===== config.mk =====
export PLATFORM = sky130hd
export DESIGN_NAME = otter_cu_fsm
export DESIGN_NICKNAME = d
export VERILOG_FILES = /design/src/rtl/otter_pkg.sv /design/src/rtl/otter_cu_fsm.sv
export SDC_FILE = /design/constraint.sdc
export NUM_CORES = 1
export LEC_CHECK = 0
export ABC_CLOCK_PERIOD_IN_PS = 2500
export CAP_MARGIN = 20
export CORE_MARGIN = 10
export CORE_UTILIZATION = 45
export DETAILED_ROUTE_END_ITERATION = 8
export PLACE_DENSITY_LB_ADDON = 0.05
export SYNTH_ARGS = -nofsm -noshare
export SYNTH_HDL_FRONTEND = slang
export SYNTH_SLANG_ARGS = --single-unit

===== constraint.sdc =====
create_clock -name CLK -period 2.5 [get_ports CLK]
set_input_delay 0.25 -clock CLK [delete_from_list [all_inputs] [get_ports CLK]]
set_output_delay 0.25 -clock CLK [all_outputs]
set_load 0.05 [all_outputs]

===== src/rtl/otter_pkg.sv =====
//==================================================================
// otter_pkg -- shared OTTER opcode, func3 and control-state types (rev 1.0)
//==================================================================
`default_nettype none

package otter_pkg;

  typedef enum logic [6:0] {
    OP_LUI    = 7'b0110111,
    OP_AUIPC  = 7'b0010111,
    OP_JAL    = 7'b1101111,
    OP_JALR   = 7'b1100111,
    OP_BRANCH = 7'b1100011,
    OP_LOAD   = 7'b0000011,
    OP_STORE  = 7'b0100011,
    OP_IMM    = 7'b0010011,
    OP_REG    = 7'b0110011,
    OP_SYSTEM = 7'b1110011
  } opcode_t;

  typedef enum logic [2:0] {
    F3_PRIV   = 3'b000,
    F3_CSRRW  = 3'b001,
    F3_CSRRS  = 3'b010,
    F3_CSRRC  = 3'b011,
    F3_CSRRWI = 3'b101,
    F3_CSRRSI = 3'b110,
    F3_CSRRCI = 3'b111
  } funct3_system_t;

  typedef enum logic [2:0] {
    ST_INIT  = 3'd0,
    ST_FETCH = 3'd1,
    ST_EXEC  = 3'd2,
    ST_WB    = 3'd3,
    ST_INTR  = 3'd4
  } state_t;

endpackage

`default_nettype wire


===== src/rtl/otter_cu_fsm.sv =====
//==================================================================
// otter_cu_fsm -- OTTER multicycle control unit FSM + INSTRET (rev 1.0)
//==================================================================
`default_nettype none

module otter_cu_fsm
  import otter_pkg::*;
(
  input  logic        CLK,
  input  logic        RST,
  input  logic [6:0]  CU_OPCODE,
  input  logic [2:0]  CU_FUNC3,
  input  logic        INTR,
  input  logic        CSR_MIE,
  input  logic        MEM_ACK,
  output logic        PC_RESET,
  output logic        PC_WRITE,
  output logic        REG_WRITE,
  output logic        MEM_RDEN1,
  output logic        MEM_RDEN2,
  output logic        MEM_WE2,
  output logic        CSR_WE,
  output logic        INT_TAKEN,
  output logic        MRET_EXEC,
  output logic [31:0] INSTRET
);

  state_t      state;
  logic [31:0] instret_cnt;
  logic        complete;

  assign INSTRET = instret_cnt;

  // Strobes are a pure decode; reset masks them in the same cycle.
  always_comb begin
    PC_RESET  = 1'b0;
    PC_WRITE  = 1'b0;
    REG_WRITE = 1'b0;
    MEM_RDEN1 = 1'b0;
    MEM_RDEN2 = 1'b0;
    MEM_WE2   = 1'b0;
    CSR_WE    = 1'b0;
    INT_TAKEN = 1'b0;
    MRET_EXEC = 1'b0;
    complete  = 1'b0;
    if (!RST) begin
      case (state)
        ST_INIT:  PC_RESET  = 1'b1;
        ST_FETCH: MEM_RDEN1 = 1'b1;
        ST_EXEC: begin
          case (CU_OPCODE)
            OP_LOAD: MEM_RDEN2 = 1'b1;
            OP_STORE: begin
              MEM_WE2  = 1'b1;
              PC_WRITE = MEM_ACK;
              complete = MEM_ACK;
            end
            OP_BRANCH: begin
              PC_WRITE = 1'b1;
              complete = 1'b1;
            end
            OP_LUI, OP_AUIPC, OP_JAL, OP_JALR, OP_REG, OP_IMM: begin
              PC_WRITE  = 1'b1;
              REG_WRITE = 1'b1;
              complete  = 1'b1;
            end
            OP_SYSTEM: begin
              PC_WRITE = 1'b1;
              complete = 1'b1;
              if (CU_FUNC3 == F3_PRIV) begin
                MRET_EXEC = 1'b1;
              end else begin
                CSR_WE    = 1'b1;
                REG_WRITE = 1'b1;
              end
            end
            default: begin
              PC_WRITE = 1'b1;
              complete = 1'b1;
            end
          endcase
        end
        ST_WB: begin
          REG_WRITE = 1'b1;
          PC_WRITE  = 1'b1;
          complete  = 1'b1;
        end
        ST_INTR: begin
          INT_TAKEN = 1'b1;
          PC_WRITE  = 1'b1;
        end
        default: ;
      endcase
    end
  end

  always_ff @(posedge CLK) begin
    if (RST) begin
      state       <= ST_INIT;
      instret_cnt <= 32'd0;
    end else begin
      if (complete) begin
        instret_cnt <= instret_cnt + 32'd1;
      end
      case (state)
        ST_INIT: state <= ST_FETCH;
        ST_FETCH: begin
          if (MEM_ACK) begin
            state <= ST_EXEC;
          end
        end
        ST_EXEC, ST_WB: begin
          // Interrupts are only looked at on the retirement boundary.
          if (complete) begin
            state <= (INTR && CSR_MIE) ? ST_INTR : ST_FETCH;
          end else if (state == ST_EXEC && CU_OPCODE == OP_LOAD && MEM_ACK) begin
            state <= ST_WB;
          end
        end
        ST_INTR: state <= ST_FETCH;
        default: state <= ST_INIT;
      endcase
    end
  end

endmodule

`default_nettype wire


After elaboration in Yosys (flattened, before gate mapping)
Cells that the tools add are included.
{"block": "word_totals", "word_cells": 61, "inputBits": 15, "output_inout_bits": 41, "register_bits": 35}
{"block": "classes", "eq_ne": 15, "add_sub_neg": 1, "mux": 33, "n_reduce_logical": 10}
{"op": "$add 32x1->32 const B", "count": 1}
{"op": "$mux 1", "count": 23}
{"op": "$eq 7x6->1 const B", "count": 3}
{"op": "$eq 7x7->1 const B", "count": 3}
{"op": "$eq 7x5->1 const B", "count": 2}
{"op": "$mux 3", "count": 4}
{"op": "$pmux 1 s2", "count": 5}
{"op": "$pmux 3 s3", "count": 1}
{"op": "$eq 7x2->1 const B", "count": 1}
{"op": "$eq 3x2->1 const B", "count": 2}
{"op": "$logic_not 3->1", "count": 2}
{"op": "$reduce_or 2->1", "count": 3}
{"op": "$reduce_or 6->1", "count": 1}
{"op": "$eq 3x1->1 const B", "count": 1}
{"op": "$eq 3x3->1 const B", "count": 1}
{"op": "$logic_and 1x1->1", "count": 3}
{"op": "$ne 3x3->1 const B", "count": 1}
{"op": "$ne 2x2->1 const B", "count": 1}
{"op": "$reduce_and 2->1", "count": 1}

Depth between registers and ports, before layout
Gate-level depths: netlist of the first run.
{"block": "depth", "ltp_word": 6, "depth_mapped": 7, "depth_no_buf": 5}

Least setup slack after synthesis of the first run
No wires, ideal clock.
{"block": "synth_path", "kind": "reg2out", "from": "register state[1]", "to": "output PC_WRITE", "path_buffers": 1, "slack_ns": -0.451, "arrival_time_ns": 2.701, "stages_incl_launch_ff": 4, "required_ns": 2.250, "cell_sequence": "dfxtp_1 -> clkbuf_2 -> nor4b_1 -> nand2b_1"}
{"block": "synth_via", "elab_chain_len": 4, "word_cells_on_any_way": 6, "cone_classes": "eq/ne (3); mux (2); reduce/logical (1)"}
{"element": "start, declared", "line": "otter_cu_fsm.sv:28", "text": "state_t state;"}
{"element": "start signal, assigned", "line": "otter_cu_fsm.sv:115", "text": "state <= (INTR && CSR_MIE) ? ST_INTR : ST_FETCH;"}
{"element": "$eq 3x2->1 or $eq 3x3->1 (tied branches)", "line": "otter_cu_fsm.sv:47", "text": "case (state)"}
{"element": "$reduce_or 2->1 (no line)"}
{"element": "$pmux 1 s2 (*)", "line": "otter_cu_fsm.sv:47"}
{"element": "$mux 1 (*)", "line": "otter_cu_fsm.sv:46", "text": "if (!RST) begin"}
{"element": "end, declared", "line": "otter_cu_fsm.sv:17", "text": "output logic PC_WRITE,"}
Mark *: on every way between the ends. The rest lies on a longest branch, timed or not.

Final worst setup path of the first run
{"block": "layout_path", "from": "register state[1]", "to": "output MRET_EXEC"}
{"block": "layout_via", "elab_chain_len": 3}
{"element": "$eq 3x2->1", "line": "otter_cu_fsm.sv:47"}
{"element": "$mux 1", "line": "otter_cu_fsm.sv:47"}
{"element": "$mux 1", "line": "otter_cu_fsm.sv:46"}
{"element": "end, declared", "line": "otter_cu_fsm.sv:24", "text": "output logic MRET_EXEC,"}
No other way between the ends.

==> out/summary.json, run 1 <==
{
  "outcome": {
    "outcome": "finished clean"
  },
  "floorplan": {
    "rows": 24,
    "initial_core_util": 0.467,
    "core_um2": 4380,
    "die_h_um": 87.4,
    "ioPinCount": 56,
    "fp.dieW_um": 87.4,
    "die_area_um2": 7640
  },
  "setup_path": {
    "worstSetupStartpointType": "register",
    "ff2ff_setup_slack_ns": 0.39,
    "timing.critical_path.slowest_cell_delay_ns": 0.50,
    "critical-path-slowest-cell": "sky130_fd_sc_hd__dfxtp_1",
    "arrival_ns": 2.04,
    "crit_path_max_fanout": 9,
    "timing.rr.start": "INSTRET[0]",
    "cp.buffers_inverters": 1,
    "critical_path.top_delay_family": "simple AND/OR/NAND/NOR gates",
    "worstPathCellList": "nor3b_2 -> nand2_1 -> or4_1 -> nor2b_1 -> buf_12",
    "ff2ff_path_depth": 5,
    "worstPathRequired_ns": 2.25,
    "path_class": "register to primary output",
    "critical_path.endpoint_type": "primary output",
    "rr_endpoint": "INSTRET[20]"
  },
  "logic_synthesis": {
    "ys_async_sr_fraction": 0,
    "number_of_enable_flip_flop_cells_after_synthesis": 0,
    "post_synth_instance_area_um2": 2050,
    "syn-instance-count": 246,
    "ys_warn_count": 0,
    "yosysMostFrequentCell": "sky130_fd_sc_hd__dfxtp_1",
    "synth_top_cell_area_share": 0.343,
    "synthesis.nets": 262,
    "ys_top_cells_by_count": "35 x sky130_fd_sc_hd__dfxtp_1, 20 x sky130_fd_sc_hd__a21oi_1, 15 x sky130_fd_sc_hd__nor2_1, 15 x sky130_fd_sc_hd__or4_1, 14 x sky130_fd_sc_hd__o31ai_1",
    "ys_ff_latch": 35,
    "synth_sequential_area_ratio": 0.343,
    "synthFlopType": "sky130_fd_sc_hd__dfxtp_1",
    "netlist-cell-type-count": 45,
    "synth_largest_area_cell": "sky130_fd_sc_hd__dfxtp_1",
    "yosys-top-cells-area": "sky130_fd_sc_hd__dfxtp_1 34%, sky130_fd_sc_hd__or4_1 5.5%, sky130_fd_sc_hd__o31ai_1 5.1%",
    "synth.avg_cell_area_um2": 8.32
  },
  "route": {
    "detail_route.wl_per_cell_um": 15.0,
    "initialDrtViolationCount": 90,
    "drc_errors": 0,
    "drt.antenna.violating_nets": 0,
    "drt-total-wl_mm": 5.34,
    "dr.pass1.iters": 4,
    "post_drt_via_cell_ratio": 5.79,
    "vias": 2056
  },
  "cells_and_area": {
    "layout_overhead_on_the_synthesized_area_pct": 39.6,
    "drive_gt1_frac": 0.155,
    "antenna_cells_inserted": 0,
    "final_net_count": 318
  },
  "cts": {
    "clock_sink_count": 35,
    "clk_transition_reported_paths_ns": 0.07,
    "holdBufCountCts": 0,
    "cts_tree": "done",
    "clk-insertion-delay-late_ns": 0.29,
    "cts_setup_buffers": 0,
    "ctsHtreeMaxLevel": 2,
    "cts_repair_resize_count": 0,
    "clockRootBuffer": "sky130_fd_sc_hd__clkbuf_8",
    "clk_path_buf_depth": 2,
    "cts_made_buffers": 5
  },
  "worst_hold_path": {
    "worstHoldPathCells": 2,
    "min-delay-path-class": "register to register",
    "min_to": "INSTRET[6]",
    "min-delay-start": "INSTRET[6]"
  },
  "power": {
    "total_leakage_power_nw": 0.934,
    "powerDensity_nw_per_um2": 416,
    "vdd_ir_drop_max_mv": 0.212
  },
  "timing": {
    "min_period_over_period": 0.915,
    "final_setup_fails": 0,
    "fin_tns_setup_ns": 0,
    "final_hold_violating_endpoints": 0,
    "worst_slew_margin_rel": 0.572,
    "worst_clock_skew_ns": 0.0140,
    "final.min_clock_period_ns": 2.29,
    "hold_slack_ns": 0.499,
    "final-max-slew-violation-count": 0,
    "max_clock_freq_ghz": 0.437,
    "rsz0062_at_grt": "false",
    "worstMarginPinSlew_ns": 0.642
  },
  "global_routing": {
    "antenna_found_initial": 0,
    "global_route_wire_length_before_repair_mm": 9.29,
    "overall_overflow_remaining_after_global_route": 0,
    "maximum_number_of_pins_on_one_net_before_global_route_repair": 20,
    "globalRouteTotalUtil": 0.146,
    "via_count_of_the_first_global_routing_pass": 1942
  },
  "placement": {
    "io_buffer_count": 55,
    "place_hpwl_mm": 4.04,
    "gpl.final_weighted_congestion": 0.792
  },
  "job": {
    "max_cap_viol_count": 0
  }
}
state kept, by name, summed over array words and instances, names as in the netlist:
name / flops
INSTRET: 32
state: 3
per-stage QoR:
step	total power, mW	area, µm²	instances	worst slack (ns)	utilization
6_report	1.19	2860	355	0.212	0.652
5_1_grt	1.24	2860	355	0.0770	0.652
4_1_cts	1.20	2860	355	0.179	0.652
3_5_place_dp	0.805	2780	347	0.171	0.633
3_3_place_gp	0.804	2780	347	0.226	0.633
2_1_floorplan	0.714	2060	246	0.122	-
worst min-delay path, delay by kind of cell (launching register included):
family	cells	cell delay [ns]
AOI/OAI and AO/OA	2	0.12
DFF	1	0.33
routing by layer:
layer	global-route usage	part of all wire	vias up
met5	0	0	-
met1	0.192	0.47	946
met4	0.0449	0.012	0
met3	0.0627	0.090	7
met2	0.208	0.43	48
li1	-	-	1055
report_power, final:
group	internal (mW)	leakage [nW]	switching (mW)
Sequential	0.566	0.283	0.0166
Combinational	0.0944	0.609	0.114
Clock	0.196	0.0422	0.202
final cells by class:
| cell class | instances | area (µm²) |
|---|---|---|
| tap | 52 | 65.1 |
| clock buffer | 7 | 76.3 |
| multi-input combinational | 191 | 1280 |
| inverter | 4 | 15.0 |
| timing repair buffer | 65 | 716 |
| clock inverter | 1 | 5.00 |
| sequential | 35 | 701 |
| fill | 377 | 1530 |
cells by family (layout without fill, tap and decap cells):
family,Yosys count,after routing,synth area share
buffers and inverters,20,77,0.0410
AOI/OAI and AO/OA,53,53,0.178
adders and majority gates,1,1,0.00612
xor gates and xnor gates,1,1,0.00428
and+or+nand+nor,126,126,0.374
DFF,35,35,0.343
muxes,10,10,0.0544
how the worst max path moves through the flow:
stage / endpoint / from / slack, ns / cells after the start
4_1_cts: PC_WRITE / state[0] / 0.18 / 4
3_3_place_gp: INSTRET[20] / RST / 0.23 / 5
3_5_place_dp: INSTRET[20] / RST / 0.17 / 5
2_1_floorplan: MRET_EXEC / CU_OPCODE[2] / 0.12 / 4
6_report: MRET_EXEC / state[1] / 0.21 / 5
5_1_grt: PC_WRITE / state[0] / 0.08 / 4
cell usage in the layout (no fill, tap or decap), types with 8 or more instances in the layout:
master / n
sky130_fd_sc_hd__nor4_1: 10
sky130_fd_sc_hd__nand3_1: 10
sky130_fd_sc_hd__buf_4: 10
sky130_fd_sc_hd__o31ai_1: 14
sky130_fd_sc_hd__nand2_1: 13
sky130_fd_sc_hd__buf_12: 9
sky130_fd_sc_hd__nand4_1: 8
sky130_fd_sc_hd__or4_1: 15
sky130_fd_sc_hd__nor2b_1: 11
sky130_fd_sc_hd__clkdlybuf4s50_1: 46
sky130_fd_sc_hd__a21oi_1: 20
sky130_fd_sc_hd__nor2_1: 15
sky130_fd_sc_hd__dfxtp_1: 35
Power figures use the tool's default switching activity.
==> run 2: changes to the inputs <==
--- a/config.mk
+++ b/config.mk
@@ -14,3 +14,4 @@
 export SYNTH_ARGS = -nofsm -noshare
 export SYNTH_HDL_FRONTEND = slang
 export SYNTH_SLANG_ARGS = --single-unit
+export TNS_END_PERCENT = 20
==> run 2 against run 1 <==
Total power is 5.4% higher. Clock-buffer cell count is the same. Clock skew shrank 0.0013 ns. Utilization is 0.086 points lower. Global-route usage decreased by 0.50 points. Die area unchanged. Combinational power decreased by 2%. Clock power is 17% higher. Non-clock buffer count is 2 lower. Largest cell class unchanged. Sequential share of layout area is essentially flat. Sequential power about the same.
==> out/summary.json, run 2 (same netlist as run 1, synthesis figures left out) <==
{
  "cts": {
    "cts_tree": "done",
    "clk_transition_reported_paths": {"value": 0.08, "unit": "ns", "change": "about the same"},
    "clk-insertion-delay-late": {"value": 0.29, "unit": "ns", "change": "about the same"},
    "cts_repair_resize_count": {"value": 0, "change": "unchanged"},
    "cts_made_buffers": {"value": 5, "change": "unchanged"},
    "clk_path_buf_depth": {"value": 2, "change": "unchanged"},
    "clockRootBuffer": "sky130_fd_sc_hd__clkbuf_8",
    "ctsHtreeMaxLevel": {"value": 2, "change": "unchanged"},
    "clock_sink_count": {"value": 35, "change": "unchanged"},
    "cts_setup_buffers": {"value": 0, "change": "unchanged"},
    "holdBufCountCts": {"value": 0, "change": "unchanged"}
  },
  "job": {
    "max_cap_viol_count": {"value": 0, "change": "unchanged"}
  },
  "placement": {
    "place_hpwl": {"value": 3.97, "unit": "mm", "change": "-1.7%"},
    "post-place-ws": {"value": 0.131, "unit": "ns", "change": "-0.0403 ns"},
    "gpl.final_weighted_congestion": {"value": 0.766, "change": "-3.2%"},
    "io_buffer_count": {"value": 55, "change": "unchanged"}
  },
  "route": {
    "drt-total-wl": {"value": 5.40, "unit": "mm", "change": "+1.0%"},
    "detail_route.wl_per_cell": {"value": 15.3, "unit": "µm", "change": "+1.6%"},
    "vias": {"value": 2056, "change": "unchanged"},
    "initialDrtViolationCount": {"value": 98, "change": "+8.9%"},
    "dr.pass1.iters": {"value": 4, "change": "unchanged"},
    "drt.antenna.violating_nets": {"value": 0, "change": "unchanged"},
    "post_drt_via_cell_ratio": {"value": 5.82, "change": "+0.57%"},
    "drc_errors": {"value": 0, "change": "unchanged"}
  },
  "setup_path": {
    "arrival": {"value": 2.09, "unit": "ns", "change": "+0.05 ns"},
    "path_class": "register to primary output",
    "critical_path.endpoint_type": "primary output",
    "worstPathRequired": {"value": 2.25, "unit": "ns", "change": "about the same"},
    "rr_endpoint": "INSTRET[22]",
    "timing.rr.start": "INSTRET[0]",
    "crit_path_max_fanout": {"value": 17, "change": "+8"},
    "worstSetupStartpointType": "register",
    "ff2ff_setup_slack": {"value": 0.38, "unit": "ns", "change": "about the same"},
    "ff2ff_path_depth": {"value": 5, "change": "unchanged"}
  },
  "timing": {
    "final.min_clock_period": {"value": 2.34, "unit": "ns", "change": "+0.0538 ns"},
    "final-max-slew-violation-count": {"value": 0, "change": "unchanged"},
    "postLayoutSetupSlackWorst": {"value": 0.158, "unit": "ns", "change": "-0.0538 ns"},
    "worst_slew_margin_rel": {"value": 0.566, "change": "-0.00663"},
    "final_hold_violating_endpoints": {"value": 0, "change": "unchanged"},
    "min_period_over_period": {"value": 0.937, "change": "+0.0215"},
    "worstMarginPinSlew": {"value": 0.652, "unit": "ns", "change": "+0.00995 ns"},
    "worst_clock_skew": {"value": 0.0127, "unit": "ns", "change": "-0.00134 ns"},
    "rsz0062_at_grt": "false",
    "final_setup_fails": {"value": 0, "change": "unchanged"},
    "max_clock_freq": {"value": 0.427, "unit": "GHz", "change": "-2.3%"}
  },
  "cells_and_area": {
    "layout_overhead_on_the_synthesized_area_pct": 39.4,
    "fin_util": {"value": 0.651, "change": "-0.000856"},
    "number_of_flip_flops_under_the_largest_register_name": {"value": 32, "change": "unchanged"},
    "layout_commonest_cell": "sky130_fd_sc_hd__clkdlybuf4s50_1",
    "layout.cells.most_common_list": "46 x sky130_fd_sc_hd__clkdlybuf4s50_1, 35 x sky130_fd_sc_hd__dfxtp_1, 20 x sky130_fd_sc_hd__a21oi_1, 15 x sky130_fd_sc_hd__or4_1, 15 x sky130_fd_sc_hd__nor2_1",
    "drive_gt1_frac": {"value": 0.150, "change": "-0.00561"},
    "final_net_count": {"value": 316, "change": "-0.63%"},
    "antenna_cells_inserted": {"value": 0, "change": "unchanged"}
  },
  "worst_hold_path": {
    "min-delay-path-class": "register to register",
    "worstHoldPathCells": {"value": 2, "change": "unchanged"},
    "min_to": "INSTRET[6]",
    "min-delay-start": "INSTRET[6]"
  },
  "global_routing": {
    "globalRouteMet2Util": {"value": 0.220, "change": "+0.0119"},
    "globalRouteTotalUtil": {"value": 0.141, "change": "-0.00500"},
    "grt-busiest-layer": "met2",
    "via_count_of_the_first_global_routing_pass": {"value": 1889, "change": "-2.7%"},
    "global_route_wire_length_before_repair": {"value": 8.97, "unit": "mm", "change": "-3.4%"},
    "grt_util_met1": {"value": 0.167, "change": "-0.0247"},
    "gr-usage-met3": {"value": 0.0730, "change": "+0.0103"},
    "antenna_found_initial": {"value": 0, "change": "unchanged"},
    "overall_overflow_remaining_after_global_route": {"value": 0, "change": "unchanged"},
    "maximum_number_of_pins_on_one_net_before_global_route_repair": {"value": 30, "change": "+50%"}
  },
  "power": {
    "powerDensity": {"value": 439, "unit": "nW/µm²", "change": "+5.5%"},
    "total_leakage_power": {"value": 0.931, "unit": "nW", "change": "-0.32%"},
    "vdd_ir_drop_max": {"value": 0.206, "unit": "mV", "change": "-3.0%"}
  },
  "floorplan": {
    "core": {"value": 4380, "unit": "µm²", "change": "unchanged"},
    "die_area": {"value": 7640, "unit": "µm²", "change": "unchanged"},
    "initial_core_util": {"value": 0.467, "change": "unchanged"},
    "die_h": {"value": 87.4, "unit": "µm", "change": "unchanged"},
    "fp.dieW": {"value": 87.4, "unit": "µm", "change": "unchanged"},
    "rows": {"value": 24, "change": "unchanged"},
    "ioPinCount": {"value": 56, "change": "unchanged"}
  },
  "outcome": {
    "outcome": "finished clean"
  }
}
[run 2: critical path, stage by stage (launching register included)]
cell	delay (ns)
sky130_fd_sc_hd__dfxtp_1	0.38
sky130_fd_sc_hd__or3_4	0.46
sky130_fd_sc_hd__o31ai_4	0.58
sky130_fd_sc_hd__nand2b_1	0.19
sky130_fd_sc_hd__buf_12	0.19
[run 2: power by group]
part,switching (mW),internal (mW),leakage [nW]
Sequential,0.0169,0.566,0.283
Clock,0.215,0.251,0.0505
Combinational,0.113,0.0910,0.598
[run 2: cell type report]
cell class,instances,area (µm²)
Fill cell,378,1530
Multi-Input combinational cell,191,1270
Clock buffer,7,96.3
Tap cell,52,65.1
Clock inverter,1,7.51
Timing Repair Buffer,63,701
Sequential cell,35,701
Inverter,4,15.0
[run 2: stage by stage]
step | hold WS, ns | std cells | total power [mW] | cell area, µm² | setup TNS, ns
4_1_cts | 0.510 | 353 | 1.26 | 2850 | 0
3_5_place_dp | 0.491 | 345 | 0.803 | 2750 | 0
5_1_grt | 0.528 | 353 | 1.31 | 2850 | 0
3_3_place_gp | 0.478 | 345 | 0.799 | 2750 | 0
6_report | 0.510 | 353 | 1.25 | 2850 | 0
2_1_floorplan | 0.375 | 246 | 0.712 | 2050 | -0.0348
[run 2: worst max path at each step]
stage / startpoint / to / slack (ns) / depth (start not counted)
2_1_floorplan: RST / MEM_RDEN1 / -0.02 / 3
3_3_place_gp: CU_OPCODE[6] / PC_WRITE / 0.16 / 5
3_5_place_dp: CU_OPCODE[6] / PC_WRITE / 0.13 / 5
4_1_cts: state[0] / PC_WRITE / 0.13 / 4
5_1_grt: state[0] / PC_WRITE / 0.03 / 4
6_report: state[0] / PC_WRITE / 0.16 / 4
[run 2: layer usage]
| metal | vias up | share of wire |
|---|---|---|
| met5 | - | 0 |
| met4 | 0 | 0.0032 |
| met3 | 2 | 0.092 |
| met2 | 49 | 0.46 |
| met1 | 963 | 0.44 |
| li1 | 1042 | - |
==> run 3: changes to the inputs <==
--- a/config.mk
+++ b/config.mk
@@ -5,8 +5,7 @@
 export SDC_FILE = /design/constraint.sdc
 export NUM_CORES = 1
 export LEC_CHECK = 0
-export ABC_CLOCK_PERIOD_IN_PS = 2500
-export CAP_MARGIN = 20
+export ABC_CLOCK_PERIOD_IN_PS = 2670
 export CORE_MARGIN = 10
 export CORE_UTILIZATION = 45
 export DETAILED_ROUTE_END_ITERATION = 8
==> constraint.sdc (replaced) <==
create_clock -name CLK -period 2.67 [get_ports CLK]
set_input_delay 0.267 -clock CLK [delete_from_list [all_inputs] [get_ports CLK]]
set_output_delay 0.267 -clock CLK [all_outputs]
set_load 0.01 [all_outputs]
==> run 3 against run 2 <==
Non-clock buffer count unchanged. Largest power group is now clock. Clock-buffer cell count decreased by 2. Sequential power decreased by 6.5%. Critical path type is now primary input to primary output. Utilization decreased by 1.4 points. Wire length increased by 2.2%. Critical endpoint is now CSR_WE. Highest routed layer unchanged. Critical path depth increased by 2. Global-route usage increased by 0.21 points.
==> out/summary.json, run 3 (same netlist as run 1, synthesis figures left out) <==
{
  "cells_and_area": {
    "number_of_flip_flops_under_the_largest_register_name": {"value": 32, "change": "unchanged"},
    "postLayoutCellArea": {"value": 2790, "unit": "µm²", "change": "-2.1%"},
    "finish.cell_count_without_fillers": {"value": 353, "change": "unchanged"},
    "layout_overhead_on_the_synthesized_area_pct": 36.5,
    "number_of_filler_instances_in_the_final_layout": {"value": 387, "change": "+2.4%"},
    "final_net_count": {"value": 316, "change": "unchanged"},
    "drive_gt1_frac": {"value": 0.120, "change": "-0.0299"},
    "fin_util": {"value": 0.637, "change": "-0.0137"},
    "layout_commonest_cell": "sky130_fd_sc_hd__clkdlybuf4s50_1",
    "layout.cells.most_common_list": "54 x sky130_fd_sc_hd__clkdlybuf4s50_1, 34 x sky130_fd_sc_hd__dfxtp_1, 20 x sky130_fd_sc_hd__a21oi_1, 15 x sky130_fd_sc_hd__or4_1, 15 x sky130_fd_sc_hd__nor2_1",
    "antenna_cells_inserted": {"value": 0, "change": "unchanged"}
  },
  "setup_path": {
    "worstPathRequired": {"value": 2.40, "unit": "ns", "change": "+0.15 ns"},
    "cp_common_cell": "sky130_fd_sc_hd__clkdlybuf4s50_1",
    "worstPathCellList": "clkdlybuf4s50_1 -> nand4bb_1 -> or2_2 -> or4_1 -> nor2_1 -> clkdlybuf4s50_1",
    "critical-path-slowest-cell": "sky130_fd_sc_hd__clkdlybuf4s50_1",
    "critical_path.endpoint_type": "primary output",
    "path_class": "primary input to primary output",
    "cp.buffers_inverters": {"value": 2, "change": "+1"},
    "ff2ff_path_depth": {"value": 5, "change": "unchanged"},
    "crit_path_max_fanout": {"value": 2, "change": "-15"},
    "timing.critical_path.from": "CU_OPCODE[2]",
    "timing.rr.start": "INSTRET[0]",
    "worstSetupStartpointType": "primary input",
    "critical_path.top_delay_family": "simple AND/OR/NAND/NOR gates",
    "timing.critical_path.slowest_cell_delay": {"value": 0.55, "unit": "ns", "change": "-0.03 ns"},
    "critical_path_depth": {"value": 6, "change": "+2"},
    "arrival": {"value": 2.31, "unit": "ns", "change": "+0.22 ns"}
  },
  "cts": {
    "clock_sink_count": {"value": 35, "change": "unchanged"},
    "cts_tree": "done",
    "cts_setup_buffers": {"value": 0, "change": "unchanged"},
    "clk_transition_reported_paths": {"value": 0.07, "unit": "ns", "change": "about the same"},
    "clockRootBuffer": "sky130_fd_sc_hd__clkbuf_8",
    "ctsHtreeMaxLevel": {"value": 2, "change": "unchanged"},
    "cts_made_buffers": {"value": 5, "change": "unchanged"},
    "holdBufCountCts": {"value": 0, "change": "unchanged"},
    "clk-insertion-delay-late": {"value": 0.30, "unit": "ns", "change": "about the same"},
    "clk_path_buf_depth": {"value": 2, "change": "unchanged"},
    "cts_repair_resize_count": {"value": 0, "change": "unchanged"}
  },
  "global_routing": {
    "grt-busiest-layer": "met2",
    "globalRouteTotalUtil": {"value": 0.143, "change": "+0.00212"},
    "overall_overflow_remaining_after_global_route": {"value": 0, "change": "unchanged"},
    "globalRouteMet2Util": {"value": 0.220, "change": "-0.000661"},
    "gr-usage-met3": {"value": 0.0768, "change": "+0.00375"},
    "global_route_wire_length_before_repair": {"value": 9.00, "unit": "mm", "change": "+0.30%"},
    "maximum_number_of_pins_on_one_net_before_global_route_repair": {"value": 36, "change": "+20%"},
    "grt_util_met1": {"value": 0.166, "change": "-0.000450"},
    "via_count_of_the_first_global_routing_pass": {"value": 1899, "change": "+0.53%"},
    "antenna_found_initial": {"value": 0, "change": "unchanged"}
  },
  "placement": {
    "dpl-instance-area": {"value": 2650, "unit": "µm²", "change": "-3.5%"},
    "post-place-ws": {"value": 0.0909, "unit": "ns", "change": "-0.0403 ns"},
    "io_buffer_count": {"value": 55, "change": "unchanged"},
    "gpl.final_weighted_congestion": {"value": 0.794, "change": "+3.6%"},
    "place_hpwl": {"value": 3.99, "unit": "mm", "change": "+0.46%"},
    "place.detailed.instances": {"value": 345, "change": "unchanged"}
  },
  "timing": {
    "final.min_clock_period_ns": 2.58,
    "worst_slew_margin_rel": {"value": 0.575, "change": "+0.00910"},
    "hold_slack": {"value": 0.498, "unit": "ns", "change": "-0.0126 ns"},
    "worstMarginPinSlew": {"value": 0.638, "unit": "ns", "change": "-0.0137 ns"},
    "final_setup_fails": {"value": 0, "change": "unchanged"},
    "rsz0062_at_grt": "false",
    "postLayoutSetupSlackWorst": {"value": 0.0924, "unit": "ns", "change": "-0.0659 ns"},
    "final_hold_violating_endpoints": {"value": 0, "change": "unchanged"},
    "fin_tns_setup": {"value": 0, "unit": "ns", "change": "unchanged"},
    "worst_clock_skew": {"value": 0.0204, "unit": "ns", "change": "+0.00774 ns"},
    "final-max-slew-violation-count": {"value": 0, "change": "unchanged"},
    "min_period_over_period": 0.965,
    "max_clock_freq_ghz": 0.388
  },
  "worst_hold_path": {
    "worstHoldPathCells": {"value": 2, "change": "unchanged"},
    "min-delay-path-class": "register to register",
    "min-delay-start": "INSTRET[6]"
  },
  "route": {
    "post_drt_via_cell_ratio": {"value": 5.82, "change": "about the same"},
    "drt.antenna.violating_nets": {"value": 0, "change": "unchanged"},
    "detail_route.wl_per_cell": {"value": 15.6, "unit": "µm", "change": "+2.2%"},
    "drt-total-wl": {"value": 5.52, "unit": "mm", "change": "+2.2%"},
    "vias": {"value": 2054, "change": "-0.097%"},
    "dr.pass1.iters": {"value": 4, "change": "unchanged"},
    "drc_errors": {"value": 0, "change": "unchanged"},
    "initialDrtViolationCount": {"value": 117, "change": "+19%"}
  },
  "power": {
    "total_leakage_power": {"value": 0.919, "unit": "nW", "change": "-1.2%"},
    "powerDensity": {"value": 460, "unit": "nW/µm²", "change": "+4.7%"},
    "report.power.total": {"value": 1.28, "unit": "mW", "change": "+2.5%"},
    "vdd_ir_drop_max": {"value": 0.238, "unit": "mV", "change": "+16%"}
  },
  "outcome": {
    "outcome": "finished clean"
  },
  "job": {
    "max_cap_viol_count": {"value": 0, "change": "unchanged"}
  },
  "floorplan": {
    "rows": {"value": 24, "change": "unchanged"},
    "fp.dieW": {"value": 87.4, "unit": "µm", "change": "unchanged"},
    "die_h": {"value": 87.4, "unit": "µm", "change": "unchanged"},
    "core": {"value": 4380, "unit": "µm²", "change": "unchanged"},
    "initial_core_util": {"value": 0.467, "change": "unchanged"},
    "die_area": {"value": 7640, "unit": "µm²", "change": "unchanged"},
    "ioPinCount": {"value": 56, "change": "unchanged"}
  }
}
## run 3: routing by layer
metal | part of all wire | wire length, µm
met5 | 0 | 0
met4 | 0.010 | 55
met3 | 0.11 | 588
met2 | 0.44 | 2430
met1 | 0.44 | 2440
## run 3: worst paths after layout
| path | slack [ns] | endpoint |
|---|---|---|
| hold / removal | 0.50 | INSTRET[6] |
| hold reg to reg | 0.50 | INSTRET[6] |
| setup / recovery | 0.09 | CSR_WE |
| setup reg to reg | 0.54 | INSTRET[24] |
## run 3: worst reg2reg max path, cell delays in order, from the launching register on
cell	delay (ns)
sky130_fd_sc_hd__dfxtp_1	0.41
sky130_fd_sc_hd__ha_1	0.20
sky130_fd_sc_hd__nand3_1	0.15
sky130_fd_sc_hd__nand2b_1	0.48
sky130_fd_sc_hd__nor4_1	0.43
sky130_fd_sc_hd__mux2_2	0.37
## run 3: area by class of cell
class | instances | area (µm²) | share of cell area
sequential | 35 | 702 | 0.251
tap | 52 | 65.1 | 0.0233
timing repair buffer | 63 | 613 | 0.220
clock buffer | 5 | 68.8 | 0.0246
multi-input combinational | 191 | 1260 | 0.452
inverter | 4 | 15.0 | 0.00538
clock inverter | 3 | 67.6 | 0.0242
## run 3: power breakdown
| group | internal (mW) | switching, mW | leakage [nW] | total [mW] |
|---|---|---|---|---|
| Combinational | 0.0723 | 0.0738 | 0.572 | 0.146 |
| Sequential | 0.531 | 0.0143 | 0.283 | 0.545 |
| Clock | 0.373 | 0.220 | 0.0644 | 0.593 |
